### src/rtl/axi_perf_ctrl_pkg.sv
// Shared types and constants for the performance-monitor run controller:
// FSM state encoding, status-word bit positions and the counter helper.
package axi_perf_ctrl_pkg;

  typedef logic [31:0] t_ACX_USER_REG;

  localparam int DEFAULT_NUM_RESULTS = 6;

  typedef enum logic [2:0] {
    ST_IDLE    = 3'd0,
    ST_CLEAR   = 3'd1,
    ST_ARM     = 3'd2,
    ST_RUN     = 3'd3,
    ST_STOP    = 3'd4,
    ST_SETTLE  = 3'd5,
    ST_CAPTURE = 3'd6
  } state_t;

  localparam int STATUS_STATE_LSB = 0;
  localparam int STATUS_STATE_MSB = 2;
  localparam int STATUS_BUSY_BIT  = 3;
  localparam int STATUS_ABORT_BIT = 4;
  localparam int STATUS_SEQ_LSB   = 16;
  localparam int STATUS_SEQ_MSB   = 31;

  // Run counter sticks at all-ones instead of wrapping on very long runs.
  function automatic logic [31:0] sat_inc32(input logic [31:0] value);
    return (value == 32'hFFFF_FFFF) ? value : value + 32'd1;
  endfunction

endpackage

### src/rtl/perf_snapshot_bank.sv
// Holding register bank for the captured monitor result words; loads all
// words together on a single strobe and holds them otherwise.
module perf_snapshot_bank
  import axi_perf_ctrl_pkg::*;
#(
  parameter int NUM_RESULTS = DEFAULT_NUM_RESULTS
) (
  input  logic                             clk,
  input  logic                             reset,
  input  logic                             load,
  input  t_ACX_USER_REG [NUM_RESULTS-1:0]  data_in,
  output t_ACX_USER_REG [NUM_RESULTS-1:0]  data_out
);

  // Snapshot words: cleared by reset, replaced as a set on load.
  always_ff @(posedge clk) begin
    if (reset) begin
      data_out <= '0;
    end else if (load) begin
      data_out <= data_in;
    end else begin
      data_out <= data_out;
    end
  end

endmodule

### src/rtl/axi_perf_run_ctrl.sv
// Sequences one measurement run of the AXI performance monitor
// (clear, arm, run, stop, settle, capture) and publishes the captured results.
module axi_perf_run_ctrl
  import axi_perf_ctrl_pkg::*;
#(
  parameter int NUM_RESULTS   = DEFAULT_NUM_RESULTS,
  parameter int CLEAR_CYCLES  = 2,
  parameter int SETTLE_CYCLES = 4
) (
  input  logic                             i_clk,
  input  logic                             i_reset,
  input  logic                             i_cmd_start,
  input  logic                             i_cmd_stop,
  input  logic                             i_cmd_abort,
  input  logic [31:0]                      i_run_cycles,
  input  t_ACX_USER_REG [NUM_RESULTS-1:0]  i_results,
  output logic                             o_mon_start,
  output logic                             o_mon_stop,
  output logic                             o_mon_counter_reset,
  output t_ACX_USER_REG [NUM_RESULTS-1:0]  o_snapshot,
  output logic [31:0]                      o_elapsed,
  output t_ACX_USER_REG                    o_status,
  output logic                             o_done
);

  localparam logic [3:0] CLEAR_LOAD  = 4'(CLEAR_CYCLES - 1);
  localparam logic [3:0] SETTLE_LOAD = 4'(SETTLE_CYCLES - 1);

  state_t      state;
  logic [3:0]  timer;
  logic [31:0] cnt;
  logic [31:0] run_len;
  logic [15:0] seq;
  logic        aborted;
  logic        busy;
  logic [31:0] cnt_inc;
  logic        length_hit;
  logic        snap_load;

  assign cnt_inc    = sat_inc32(cnt);
  assign length_hit = (run_len != 32'd0) && (cnt_inc == run_len);
  assign snap_load  = (state == ST_CAPTURE);

  // Run sequencer: state, run counter, capture bookkeeping and monitor strobes.
  always_ff @(posedge i_clk) begin
    if (i_reset) begin
      state               <= ST_IDLE;
      timer               <= 4'd0;
      cnt                 <= 32'd0;
      run_len             <= 32'd0;
      seq                 <= 16'd0;
      aborted             <= 1'b0;
      busy                <= 1'b0;
      o_mon_start         <= 1'b0;
      o_mon_stop          <= 1'b0;
      o_mon_counter_reset <= 1'b0;
      o_elapsed           <= 32'd0;
      o_done              <= 1'b0;
    end else begin
      o_mon_start         <= 1'b0;
      o_mon_stop          <= 1'b0;
      o_mon_counter_reset <= 1'b0;
      o_done              <= 1'b0;
      case (state)
        ST_IDLE: begin
          if (i_cmd_start) begin
            state               <= ST_CLEAR;
            run_len             <= i_run_cycles;
            cnt                 <= 32'd0;
            timer               <= CLEAR_LOAD;
            aborted             <= 1'b0;
            busy                <= 1'b1;
            o_mon_counter_reset <= 1'b1;
          end
        end
        ST_CLEAR: begin
          if (i_cmd_abort) begin
            state      <= ST_STOP;
            aborted    <= 1'b1;
            o_mon_stop <= 1'b1;
          end else if (timer == 4'd0) begin
            state       <= ST_ARM;
            o_mon_start <= 1'b1;
          end else begin
            timer               <= timer - 4'd1;
            o_mon_counter_reset <= 1'b1;
          end
        end
        ST_ARM: begin
          if (i_cmd_abort) begin
            state      <= ST_STOP;
            aborted    <= 1'b1;
            o_mon_stop <= 1'b1;
          end else begin
            state <= ST_RUN;
          end
        end
        ST_RUN: begin
          // The exiting cycle is still a counted RUN cycle.
          cnt <= cnt_inc;
          if (i_cmd_abort) begin
            state      <= ST_STOP;
            aborted    <= 1'b1;
            o_mon_stop <= 1'b1;
          end else if (i_cmd_stop || length_hit) begin
            state      <= ST_STOP;
            o_mon_stop <= 1'b1;
          end
        end
        ST_STOP: begin
          if (SETTLE_CYCLES == 0) begin
            state <= ST_CAPTURE;
          end else begin
            state <= ST_SETTLE;
            timer <= SETTLE_LOAD;
          end
        end
        ST_SETTLE: begin
          if (timer == 4'd0) begin
            state <= ST_CAPTURE;
          end else begin
            timer <= timer - 4'd1;
          end
        end
        ST_CAPTURE: begin
          state     <= ST_IDLE;
          busy      <= 1'b0;
          o_elapsed <= cnt;
          seq       <= seq + 16'd1;
          o_done    <= 1'b1;
        end
        default: begin
          state <= ST_IDLE;
          busy  <= 1'b0;
        end
      endcase
    end
  end

  // Status word assembled directly from flops; unused bits stay zero.
  always_comb begin
    o_status = '0;
    o_status[STATUS_STATE_MSB:STATUS_STATE_LSB] = state;
    o_status[STATUS_BUSY_BIT]                   = busy;
    o_status[STATUS_ABORT_BIT]                  = aborted;
    o_status[STATUS_SEQ_MSB:STATUS_SEQ_LSB]     = seq;
  end

  perf_snapshot_bank #(
    .NUM_RESULTS (NUM_RESULTS)
  ) u_snapshot_bank (
    .clk      (i_clk),
    .reset    (i_reset),
    .load     (snap_load),
    .data_in  (i_results),
    .data_out (o_snapshot)
  );

endmodule

### config.mk
export PLATFORM = sky130hd
export DESIGN_NAME = axi_perf_run_ctrl
export DESIGN_NICKNAME = d
export VERILOG_FILES = /design/src/rtl/axi_perf_ctrl_pkg.sv /design/src/rtl/perf_snapshot_bank.sv /design/src/rtl/axi_perf_run_ctrl.sv
export SDC_FILE = /design/constraint.sdc
export NUM_CORES = 1
export LEC_CHECK = 0
export ABC_AREA = 1
export CAP_MARGIN = 20
export CORE_AREA = 3 3 190 192
export CTS_CLUSTER_SIZE = 12
export DETAILED_ROUTE_END_ITERATION = 10
export DIE_AREA = 0 0 193 195
export GPL_ROUTABILITY_DRIVEN = 0
export PLACE_DENSITY_LB_ADDON = 0.08
export SYNTH_ARGS = -nofsm -noshare
export SYNTH_HDL_FRONTEND = slang
export SYNTH_SLANG_ARGS = --single-unit
### constraint.sdc
create_clock -name i_clk -period 3.3 [get_ports i_clk]
set_input_delay 0.66 -clock i_clk [delete_from_list [all_inputs] [get_ports i_clk]]
set_output_delay 0.66 -clock i_clk [all_outputs]
set_load 0.05 [all_outputs]
==> metrics.md, run 1 <==
| Metric | Value |
|---|---|
| Status | finished, final reports clean |
| Slowest stage delay, CP | 500 ps |
| Gate Count Post-Synth | 1830 |
| P_leak | 7.94 nW |
| Post-synthesis area per instance | 7.13 um^2 |
| Nets | 2492 |
| Async set-or-reset flop fraction in the synthesized netlist | 0 |
| Initial core utilization | 0.378 |
| CTS buffer count | 38 |
| Worst-path cell chain | ha_1, inv_2, nor2_4, nand2_4, nor2_8, nand2_8, nand2_1, xor2_1, nand2_1, nor2_1, nand3_1, nor2_1, nand2_1, nand3_2, nand3_1, nand3_1, inv_1 |
| Final WL | 49500 um |
| Clk_lat worst skew | 520 ps |
| Vias in the first global route | 13000 |
| ANT nets after route | 0 |
| Worst Path Max Fanout | 55 |
| Setup CP Type | reg -> reg |
| Die ar. | 37600 um^2 |
| Worst-Margin Slew | 817 ps |
| Slew Limit Fails | 0 |
| Peak supply drop | 392 uV |
| Final hold slack | 453 ps |
| Root buf cell | clkbuf_16 |
| Top delay family on crit path | simple AND/OR/NAND/NOR gates |
| Highest clock rate | 0.351 GHz |
| # fillers | 3317 |
| Die Y | 195 um |
| CP max stage cell | dfxtp_1 |
| Clk slew on worst S/H paths | 60 ps |
| TNS Setup | 0 ps |
| Critical Path Sink Type | register |
| Drt pass-1 iters | 6 |
| Global route overflow | 0 |
| Worst path bufs/invs | 2 |
| Drt first-iter violations | 863 |
| Synth Cell Area | 13000 um^2 |
| Pwr/cell area | 618 nW/um^2 |
| Netlist cell types | 36 |
| Avg WL per Cell | 18.1 um |
| Core Region | 34500 um^2 |
| Share of post-route cells with drive strength above 1 | 0.0478 |
| Largest net degree at the start of global routing | 169 |
| Post-Layout Inst Area | 19300 um^2 |
| CP Launch Type | register |
| YS warnings | 0 |
| I/O pin count | 489 |
| Sequential fraction of the synthesis area | 0.487 |
| Most frequently used flop master after synthesis | dfxtp_1 |
| Top-area cell type share of the netlist area | 0.487 |
| Floorplan die width | 193 um |
| CTS max path bufs | 3 |
| First-pass GRT wire length | 74900 um |
| DR vias/cell | 4.86 |
| Post-CTS Setup Bufs | 0 |
| Rows | 68 |
| Tcrit/Tclk final | 0.862 |
| # setup viols final | 0 |
| EDFF count, synth | 0 |
| Max_slew headroom | 0.456 |
| DP HPWL | 36100 um |
| CTS HTree Levels | 2 |
| Tot GR Track Use | 0.253 |
| Area growth syn-to-layout | 47.9% |
| Post-Route Skew | 19.7 ps |
| Antenna violations before repair | 9 |
| #FFs+latches synth | 317 |
| CP arrival | 3250 ps |
| Placed Area | 18100 um^2 |
| Hold/Removal Path Class | reg -> reg |
| Clock Sinks | 317 |
| Max-cap violations | 0 |
| RSZ-0062 raised after global routing | no |
| Main area contributors after synthesis | dfxtp_1 (49%), nor2_1 (14%), o21ai_0 (10%) |
| CTS tree | done |
| Via count | 13300 |
| Most frequent cells after synthesis | nor2_1 (497), dfxtp_1 (317), nand2_1 (274) |
| Cell with the most instances after synthesis | nor2_1 |
| Final min period | 2850 ps |
| Req. time, crit path | 3710 ps |
| Area leader, netlist | dfxtp_1 |
| Post-CTS Hold Fix Bufs | 0 |
| Port bufs | 477 |
| Drt drc | 0 |
| Post_cts resized | 0 |
| Final Hold Fails | 0 |
per-layer routing:
| metal | wire, um | track usage | vias up | part of all wire |
|---|---|---|---|---|
| li1 | - | - | 6684 | - |
| met1 | 20000 | 0.302 | 6118 | 0.40 |
| met2 | 23700 | 0.425 | 404 | 0.48 |
| met3 | 4150 | 0.0874 | 91 | 0.084 |
| met4 | 1540 | 0.0830 | 12 | 0.031 |
| met5 | 87 | 0 | - | 0.0018 |
where the power goes:
| group | internal (mW) | switching [mW] | total, mW |
|---|---|---|---|
| Combinational | 1.13 | 2.17 | 3.30 |
| Sequential | 4.26 | 0.270 | 4.53 |
| Clock | 2.52 | 1.59 | 4.11 |
| Total | 7.90 | 4.03 | 11.9 |
registers in the layout, summed over array words and instances (netlist names):
signal                    cells
aborted                       1
busy                          1
cnt                          32
o_done                        1
o_elapsed                    32
o_mon_counter_reset           1
o_mon_start                   1
o_mon_stop                    1
run_len                      32
seq                          16
state                         3
timer                         4
u_snapshot_bank.data_out    192
cells by family (layout without fill, tap and decap cells):
kind of cell | after synthesis | after routing | share of synthesized area
compound gates | 382 | 382 | 0.149
xor+xnor | 18 | 18 | 0.0121
fa+ha+maj | 8 | 8 | 0.00767
buf+inv | 218 | 657 | 0.0695
flops | 317 | 317 | 0.487
other cells | 1 | 14 | 0.000288
simple gates | 886 | 886 | 0.275
through the flow:
step,utilization,cells,setup WS (ps),power (mW)
after floorplan,-,1840,852,6.67
after global placement,0.523,2670,584,7.89
after detailed placement,0.523,2670,477,7.90
after CTS,0.558,2734,460,12.1
after global routing,0.559,2737,154,12.5
final,0.559,2737,454,11.9
placed cells by master, fill, tap and decap left out, types with 2 or more instances in the layout:
master             n
nor2_1           497
clkdlybuf4s50_1  476
dfxtp_1          317
nand2_1          274
o21ai_0          272
a21oi_1          100
inv_1             91
nand3_1           61
clkbuf_16         39
buf_4             13
nand4_1           12
nor3_1            11
conb_1            11
clkbuf_1          10
xnor2_1            9
nand2_2            9
xor2_1             9
clkbuf_8           9
ha_1               8
nor2_2             7
inv_2              5
diode_2            3
inv_6              3
nor2_4             3
nor3_2             3
a211oi_1           3
buf_12             3
a31oi_1            2
o21a_1             2
nor2_8             2
clkinv_1           2
or2_2              2
nor4_1             2
bufinv_16          2
clkinv_2           2
final timing paths:
path                                            start                     to  slack (ps)  cells after the start
worst max-delay path              cnt[0]$_SDFFE_PP0P_  state[0]$_SDFFE_PP0P_         450                     17
worst min register to register  timer[0]$_SDFFE_PP0P_  timer[0]$_SDFFE_PP0P_         450                      1
worst min-delay path            timer[0]$_SDFFE_PP0P_  timer[0]$_SDFFE_PP0P_         450                      1
worst max register to register    cnt[0]$_SDFFE_PP0P_  state[0]$_SDFFE_PP0P_         450                     17
area by class of cell:
cell class              instances  area (um^2)  share of cell area
flip-flops and latches        317         6350               0.329
clock buffers                  58         1140              0.0589
well taps                     455          569              0.0295
diodes                          3         7.51            0.000389
repair buffers                493         4930               0.255
clock inverters                 6         86.3             0.00447
inverters                     100          385              0.0200
multi-input cells            1305         5840               0.302
worst reg2reg max path, cell delays in order, from the launching register on:
cell and delay, ps:
dfxtp_1 500, ha_1 370, inv_2 80, nor2_4 160
nand2_4 100, nor2_8 190, nand2_8 230, nand2_1 190
xor2_1 150, nand2_1 70, nor2_1 100, nand3_1 120
nor2_1 120, nand2_1 100, nand3_2 90, nand3_1 80
nand3_1 80, inv_1 40
No activity file was read; power rests on OpenSTA's default activity.
==> inputs of run 2 (changes only) <==
--- a/config.mk
+++ b/config.mk
@@ -14,4 +14,5 @@
 export GPL_ROUTABILITY_DRIVEN = 0
 export PLACE_DENSITY_LB_ADDON = 0.08
+export SLEW_MARGIN = 10
 export SYNTH_ARGS = -nofsm -noshare
 export SYNTH_HDL_FRONTEND = slang
==> constraint.sdc (replaced) <==
create_clock -name i_clk -period 3.3 [get_ports i_clk]
set_input_delay 0.825 -clock i_clk [delete_from_list [all_inputs] [get_ports i_clk]]
set_output_delay 0.825 -clock i_clk [all_outputs]
set_load 0.05 [all_outputs]
==> run 2 against run 1 <==
Hold slack about the same. Setup slack worse by 56 ps. Sequential share of layout area grew 0.16 points. Sequential power hardly changed. Fmax fell by 1.9%. Critical path depth decreased by 1. Combinational power is essentially flat. Utilization is 0.27 points lower. First-iteration DRC count unchanged. Via count rose by 0.74%. Critical endpoint is now state[2]$_SDFFE_PP0P_.
==> metrics.md, run 2 (synthesized netlist as in run 1, its figures left out) <==
| Metric | Value |
|---|---|
| Hold/Removal Path Class | reg -> reg |
| Clk slew on worst S/H paths | 70 ps (about the same) |
| Slew Limit Fails | 0 (unchanged) |
| Initial core utilization | 0.378 (unchanged) |
| CTS max path bufs | 3 (unchanged) |
| Largest net degree at the start of global routing | 171 (+1.2%) |
| Drt first-iter violations | 863 (unchanged) |
| Highest clock rate | 0.345 GHz (-1.9%) |
| Post-Route Skew | 18.4 ps (-1.34 ps) |
| Post-CTS Hold Fix Bufs | 0 (unchanged) |
| Final hold slack | 453 ps (+0.428 ps) |
| Highest-count cells in the layout ignoring fill and taps | nor2_1 (497), clkdlybuf4s50_1 (476), dfxtp_1 (317) |
| Post_cts resized | 0 (unchanged) |
| I/O pin count | 489 (unchanged) |
| Req. time, crit path | 3740 ps (+30 ps) |
| Core Region | 34500 um^2 (unchanged) |
| Final Hold Fails | 0 (unchanged) |
| Worst-Margin Slew | 908 ps (+91.2 ps) |
| Final WL | 49700 um (+0.32%) |
| ANT nets after route | 0 (unchanged) |
| Clock Sinks | 317 (unchanged) |
| Critical Path Sink Type | register |
| Die ar. | 37600 um^2 (unchanged) |
| CTS HTree Levels | 2 (unchanged) |
| Share of post-route cells with drive strength above 1 | 0.0449 (-0.00295) |
| TNS Setup | 0 ps (unchanged) |
| Avg WL per Cell | 18.2 um (+0.62%) |
| Rows | 68 (unchanged) |
| Worst-path cell chain | ha_1, inv_2, nor2_4, nand2_4, nor2_8, nand2_8, nand2_1, xor2_1, nand2_1, nor2_1, nand3_1, nor2_1, nand2_1, nand3_2, nand3_1, a21oi_2 |
| Cell mode on critical path | nand2_1 |
| Worst Path Max Fanout | 55 (unchanged) |
| Tcrit/Tclk final | 0.879 (+0.0168) |
| First-pass GRT wire length | 75100 um (+0.29%) |
| Pwr/cell area | 615 nW/um^2 (-0.61%) |
| Post-CTS Setup Bufs | 0 (unchanged) |
| Antenna violations before repair | 5 (-4) |
| Commonest non-fill, non-tap cell in the layout | nor2_1 |
| Clk_lat worst skew | 530 ps (about the same) |
| Floorplan die width | 193 um (unchanged) |
| PnR worst setup slack | 398 ps (-55.6 ps) |
| Setup CP Type | reg -> reg |
| CP max stage cell | dfxtp_1 |
| Die Y | 195 um (unchanged) |
| # setup viols final | 0 (unchanged) |
| CTS tree | done |
| Final min period | 2900 ps (+55.6 ps) |
| CP arrival | 3350 ps (+100 ps) |
| Top reg by flops | u_snapshot_bank.data_out |
| Tot GR Track Use | 0.254 (+0.00110) |
| Root buf cell | clkbuf_16 |
| Status | finished, final reports clean |
| Drt drc | 0 (unchanged) |
| CP Launch Type | register |
| RSZ-0062 raised after global routing | no |
| Max_slew headroom | 0.395 (-0.0608) |
| Largest register FFs | 192 (unchanged) |
| Slowest stage delay, CP | 490 ps (about the same) |
| Worst path bufs/invs | 1 (-1) |
| # fillers | 3320 (+0.090%) |
| DR vias/cell | 4.91 (+1.0%) |
| Max-cap violations | 0 (unchanged) |
| DP HPWL | 36000 um (-0.14%) |
| Via count | 13400 (+0.74%) |
| CTS buffer count | 37 (-2.6%) |
| Vias in the first global route | 12900 (-0.84%) |
| Peak supply drop | 557 uV (+42%) |
| Nets | 2489 (-0.12%) |
| Pre-CTS setup slack | 450 ps (-26.6 ps) |
| Port bufs | 477 (unchanged) |
| Top delay family on crit path | simple AND/OR/NAND/NOR gates |
| P_leak | 7.89 nW (-0.61%) |
| Area growth syn-to-layout | 47.2% |
| Drt pass-1 iters | 6 (unchanged) |
| Global route overflow | 0 (unchanged) |
[run 2: cell types whose count changed in the layout (fill, tap and decap cells not counted)]
| cell | before | now |
|---|---|---|
| clkinv_2 | 2 | 1 |
| inv_6 | 3 | 2 |
| clkbuf_1 | 10 | 11 |
| clkbuf_8 | 9 | 8 |
| diode_2 | 3 | 1 |
| buf_4 | 13 | 11 |
| clkbuf_16 | 39 | 37 |
[run 2: through the flow]
stage,util,cells,power [mW],cell area [um^2]
finish,0.556,2729,11.8,19200
global route,0.556,2729,12.3,19200
CTS,0.556,2728,11.9,19200
detailed placement,0.523,2668,7.89,18000
global placement,0.523,2668,7.88,18000
floorplan,-,1840,6.67,13100
[run 2: final timing paths]
kind                           endpoint  depth (start not counted)  slack, ps             startpoint
setup reg to reg  state[2]$_SDFFE_PP0P_                         16        400    cnt[0]$_SDFFE_PP0P_
hold reg to reg   timer[0]$_SDFFE_PP0P_                          1        450  timer[0]$_SDFFE_PP0P_
setup / recovery  state[2]$_SDFFE_PP0P_                         16        400    cnt[0]$_SDFFE_PP0P_
hold / removal    timer[0]$_SDFFE_PP0P_                          1        450  timer[0]$_SDFFE_PP0P_
[run 2: worst reg2reg max path, cell delays in order, from the launching register on]
cell and delay [ps]:
dfxtp_1 490, ha_1 370, inv_2 80, nor2_4 160, nand2_4 100, nor2_8 200
nand2_8 230, nand2_1 190, xor2_1 150, nand2_1 60, nor2_1 120, nand3_1 120
nor2_1 110, nand2_1 110, nand3_2 100, nand3_1 90, a21oi_2 140
[run 2: cell type report]
type / instances / area (um^2) / share of cell area
clock buffer: 56 / 1080 / 0.0561
inverter: 100 / 385 / 0.0201
clock inverter: 4 / 72.6 / 0.00378
sequential: 317 / 6350 / 0.330
timing repair buffer: 491 / 4910 / 0.256
tap: 455 / 569 / 0.0296
antenna: 1 / 2.50 / 0.000130
multi-input combinational: 1305 / 5840 / 0.304
[run 2: power by group]
group / total, mW / internal, mW / leakage, nW / switching [mW]
registers: 4.53 / 4.26 / 2.56 / 0.274
clock network: 3.97 / 2.39 / 0.559 / 1.58
logic: 3.30 / 1.13 / 4.77 / 2.17
total: 11.8 / 7.77 / 7.89 / 4.03
[run 2: layer usage]
layer  GRT usage  wire length [um]  vias up  part of all wire
met3      0.0774              3880       82             0.078
met5           0                61        -            0.0012
met1       0.312             20400     6251              0.41
met4      0.0659              1220        8             0.025
li1            -                 -     6648                 -
met2       0.433             24100      419              0.49
==> inputs of run 3 (changes only) <==
Settings changed: CTS_CLUSTER_DIAMETER from default to 40.
Clock period 3.3 ns to 3.32 ns, I/O delays scaled along.
==> run 3 against run 2 <==
Register-to-register slack barely moved. Die area is the same. Combinational power about the same. Cell count rose by 1.2%. Flip-flop and latch count unchanged. Clock-buffer cell count up 12. Sequential power barely moved. Hold slack worse by 3.2 ps. Critical endpoint unchanged. Non-clock buffer count is the same. Utilization increased by 1.6 points. Via count rose by 0.97%. Largest cell class unchanged.
==> metrics.md, run 3 (synthesized netlist as in run 1, its figures left out) <==
| Metric | Value |
|---|---|
| # fillers | 3238 (-2.5%) |
| Top delay family on crit path | simple AND/OR/NAND/NOR gates |
| Nets | 2504 (+0.60%) |
| Root buf cell | clkbuf_16 |
| Critical Path Sink Type | register |
| Final Hold Fails | 0 (unchanged) |
| PnR worst setup slack | 407 ps (+8.28 ps) |
| Slew Limit Fails | 0 (unchanged) |
| Hold/Removal Path Class | reg -> reg |
| Max_slew headroom | 0.404 (+0.00969) |
| Tcrit/Tclk final | 0.877 (-0.00177) |
| # setup viols final | 0 (unchanged) |
| Core Region | 34500 um^2 (unchanged) |
| Post-Route Skew | 11.0 ps (-7.38 ps) |
| CTS tree | done |
| DP HPWL | 36200 um (+0.40%) |
| Final min period | 2910 ps (+11.7 ps) |
| Largest net degree at the start of global routing | 171 (unchanged) |
| Worst path bufs/invs | 1 (unchanged) |
| ANT nets after route | 0 (unchanged) |
| Global route overflow | 0 (unchanged) |
| Status | finished, final reports clean |
| Rows | 68 (unchanged) |
| Top reg by flops | u_snapshot_bank.data_out |
| Drt pass-1 iters | 6 (unchanged) |
| Cell mode on critical path | nand2_1 |
| Clk slew on worst S/H paths | 50 ps (-20 ps) |
| CP Launch Type | register |
| Floorplan die width | 193 um (unchanged) |
| Worst-path cell chain | ha_1, inv_2, nor2_4, nand2_4, nor2_8, nand2_8, nand2_1, xor2_1, nand2_1, nor2_1, nand3_1, nor2_1, nand2_1, nand3_2, nand3_1, a21oi_2 |
| CTS HTree Levels | 2 (unchanged) |
| Setup CP Type | reg -> reg |
| Vias in the first global route | 13200 (+2.7%) |
| Post-Layout Inst Area | 19700 um^2 (+2.8%) |
| First-pass GRT wire length | 76300 um (+1.6%) |
| Highest clock rate | 0.343 GHz (-0.40%) |
| Largest register FFs | 192 (unchanged) |
| Pwr/cell area | 658 nW/um^2 (+7.1%) |
| GR Layer Usage met1 | 0.312 (-0.000710) |
| Reg-to-reg setup timing slack | 410 ps (about the same) |
| Req. time, crit path | 3820 ps (+80 ps) |
| DR vias/cell | 4.90 (-0.27%) |
| Clk_lat worst skew | 570 ps (+40 ps) |
| Drt first-iter violations | 914 (+5.9%) |
| CTS max path bufs | 3 (unchanged) |
| Area growth syn-to-layout | 51.4% |
| Share of post-route cells with drive strength above 1 | 0.0594 (+0.0146) |
| Post_cts resized | 0 (unchanged) |
| Post-CTS Setup Bufs | 0 (unchanged) |
| Tot GR Track Use | 0.260 (+0.00564) |
| Storage element area | 6350 um^2 (unchanged) |
| Placed Area | 18000 um^2 (unchanged) |
| P_leak | 8.16 nW (+3.5%) |
| RSZ-0062 raised after global routing | no |
| Pre-CTS setup slack | 485 ps (+34.9 ps) |
| CTS buffer count | 52 (+41%) |
| Highest-count cells in the layout ignoring fill and taps | nor2_1 (497), clkdlybuf4s50_1 (476), dfxtp_1 (317) |
| Met2 usage | 0.431 (-0.00171) |
| Commonest non-fill, non-tap cell in the layout | nor2_1 |
| Final WL | 50400 um (+1.5%) |
| Crit path launch | cnt[0]$_SDFFE_PP0P_ |
| R2R Path Start | cnt[0]$_SDFFE_PP0P_ |
| Slowest stage delay, CP | 490 ps (about the same) |
| Peak supply drop | 458 uV (-18%) |
| TNS Setup | 0 ps (unchanged) |
| CP arrival | 3410 ps (+60 ps) |
| Worst Path Max Fanout | 55 (unchanged) |
| Port bufs | 477 (unchanged) |
| I/O pin count | 489 (unchanged) |
| Die ar. | 37600 um^2 (unchanged) |
| Antenna violations before repair | 6 (+1) |
| CP max stage cell | dfxtp_1 |
| Drt drc | 0 (unchanged) |
| Max-cap violations | 0 (unchanged) |
| Multi-input logic area | 5840 um^2 (unchanged) |
| Met3 usage | 0.0858 (+0.00844) |
| Post-CTS Hold Fix Bufs | 0 (unchanged) |
| Grt peak-use layer | met2 |
| Clock Sinks | 317 (unchanged) |
| Initial core utilization | 0.378 (unchanged) |
| Avg WL per Cell | 18.2 um (+0.28%) |
| Hold Crit Start | timer[0]$_SDFFE_PP0P_ |
| Die Y | 195 um (unchanged) |
| Worst-Margin Slew | 893 ps (-14.5 ps) |
| Via count | 13500 (+0.97%) |
## run 3: cell types whose count changed in the layout (fill, tap and decap cells not counted)
cell	before	now
clkinv_2	1	10
clkinv_4	0	3
inv_6	2	7
clkinv_8	0	1
clkbuf_16	37	52
clkinvlp_4	1	2
bufinv_16	2	3
clkbuf_1	11	8
diode_2	1	3
## run 3: final timing paths
check | cells after the start | end
worst min register to register | 1 | timer[0]$_SDFFE_PP0P_
worst min-delay path | 1 | timer[0]$_SDFFE_PP0P_
worst max register to register | 16 | state[2]$_SDFFE_PP0P_
worst max-delay path | 16 | state[2]$_SDFFE_PP0P_
## run 3: stage by stage
stage          hold WS (ps)  power, mW  std cells  utilization
5_1_grt                 467       13.6       2762        0.571
3_3_place_gp            440       7.84       2668        0.523
3_5_place_dp            443       7.85       2668        0.523
4_1_cts                 451       13.1       2760        0.571
2_1_floorplan           426       6.63       1840            -
6_report                450       13.0       2763        0.571
## run 3: where the power goes
part	switching, mW	internal, mW
clock	1.92	3.28
combinational	2.15	1.12
sequential	0.275	4.24
total	4.35	8.64
## run 3: final cells by class
type	count	area share
Sequential cell	317	0.321
Clock inverter	24	0.0122
Inverter	100	0.0195
Antenna cell	3	0.000380
Tap cell	455	0.0288
Multi-Input combinational cell	1305	0.296
Timing Repair Buffer	491	0.249
Clock buffer	68	0.0730
## run 3: routing by layer
metal | wire length [um] | vias to the layer above
li1 | - | 6718
met1 | 20100 | 6245
met2 | 24100 | 463
met3 | 4340 | 104
met4 | 1820 | 8
met5 | 59 | -
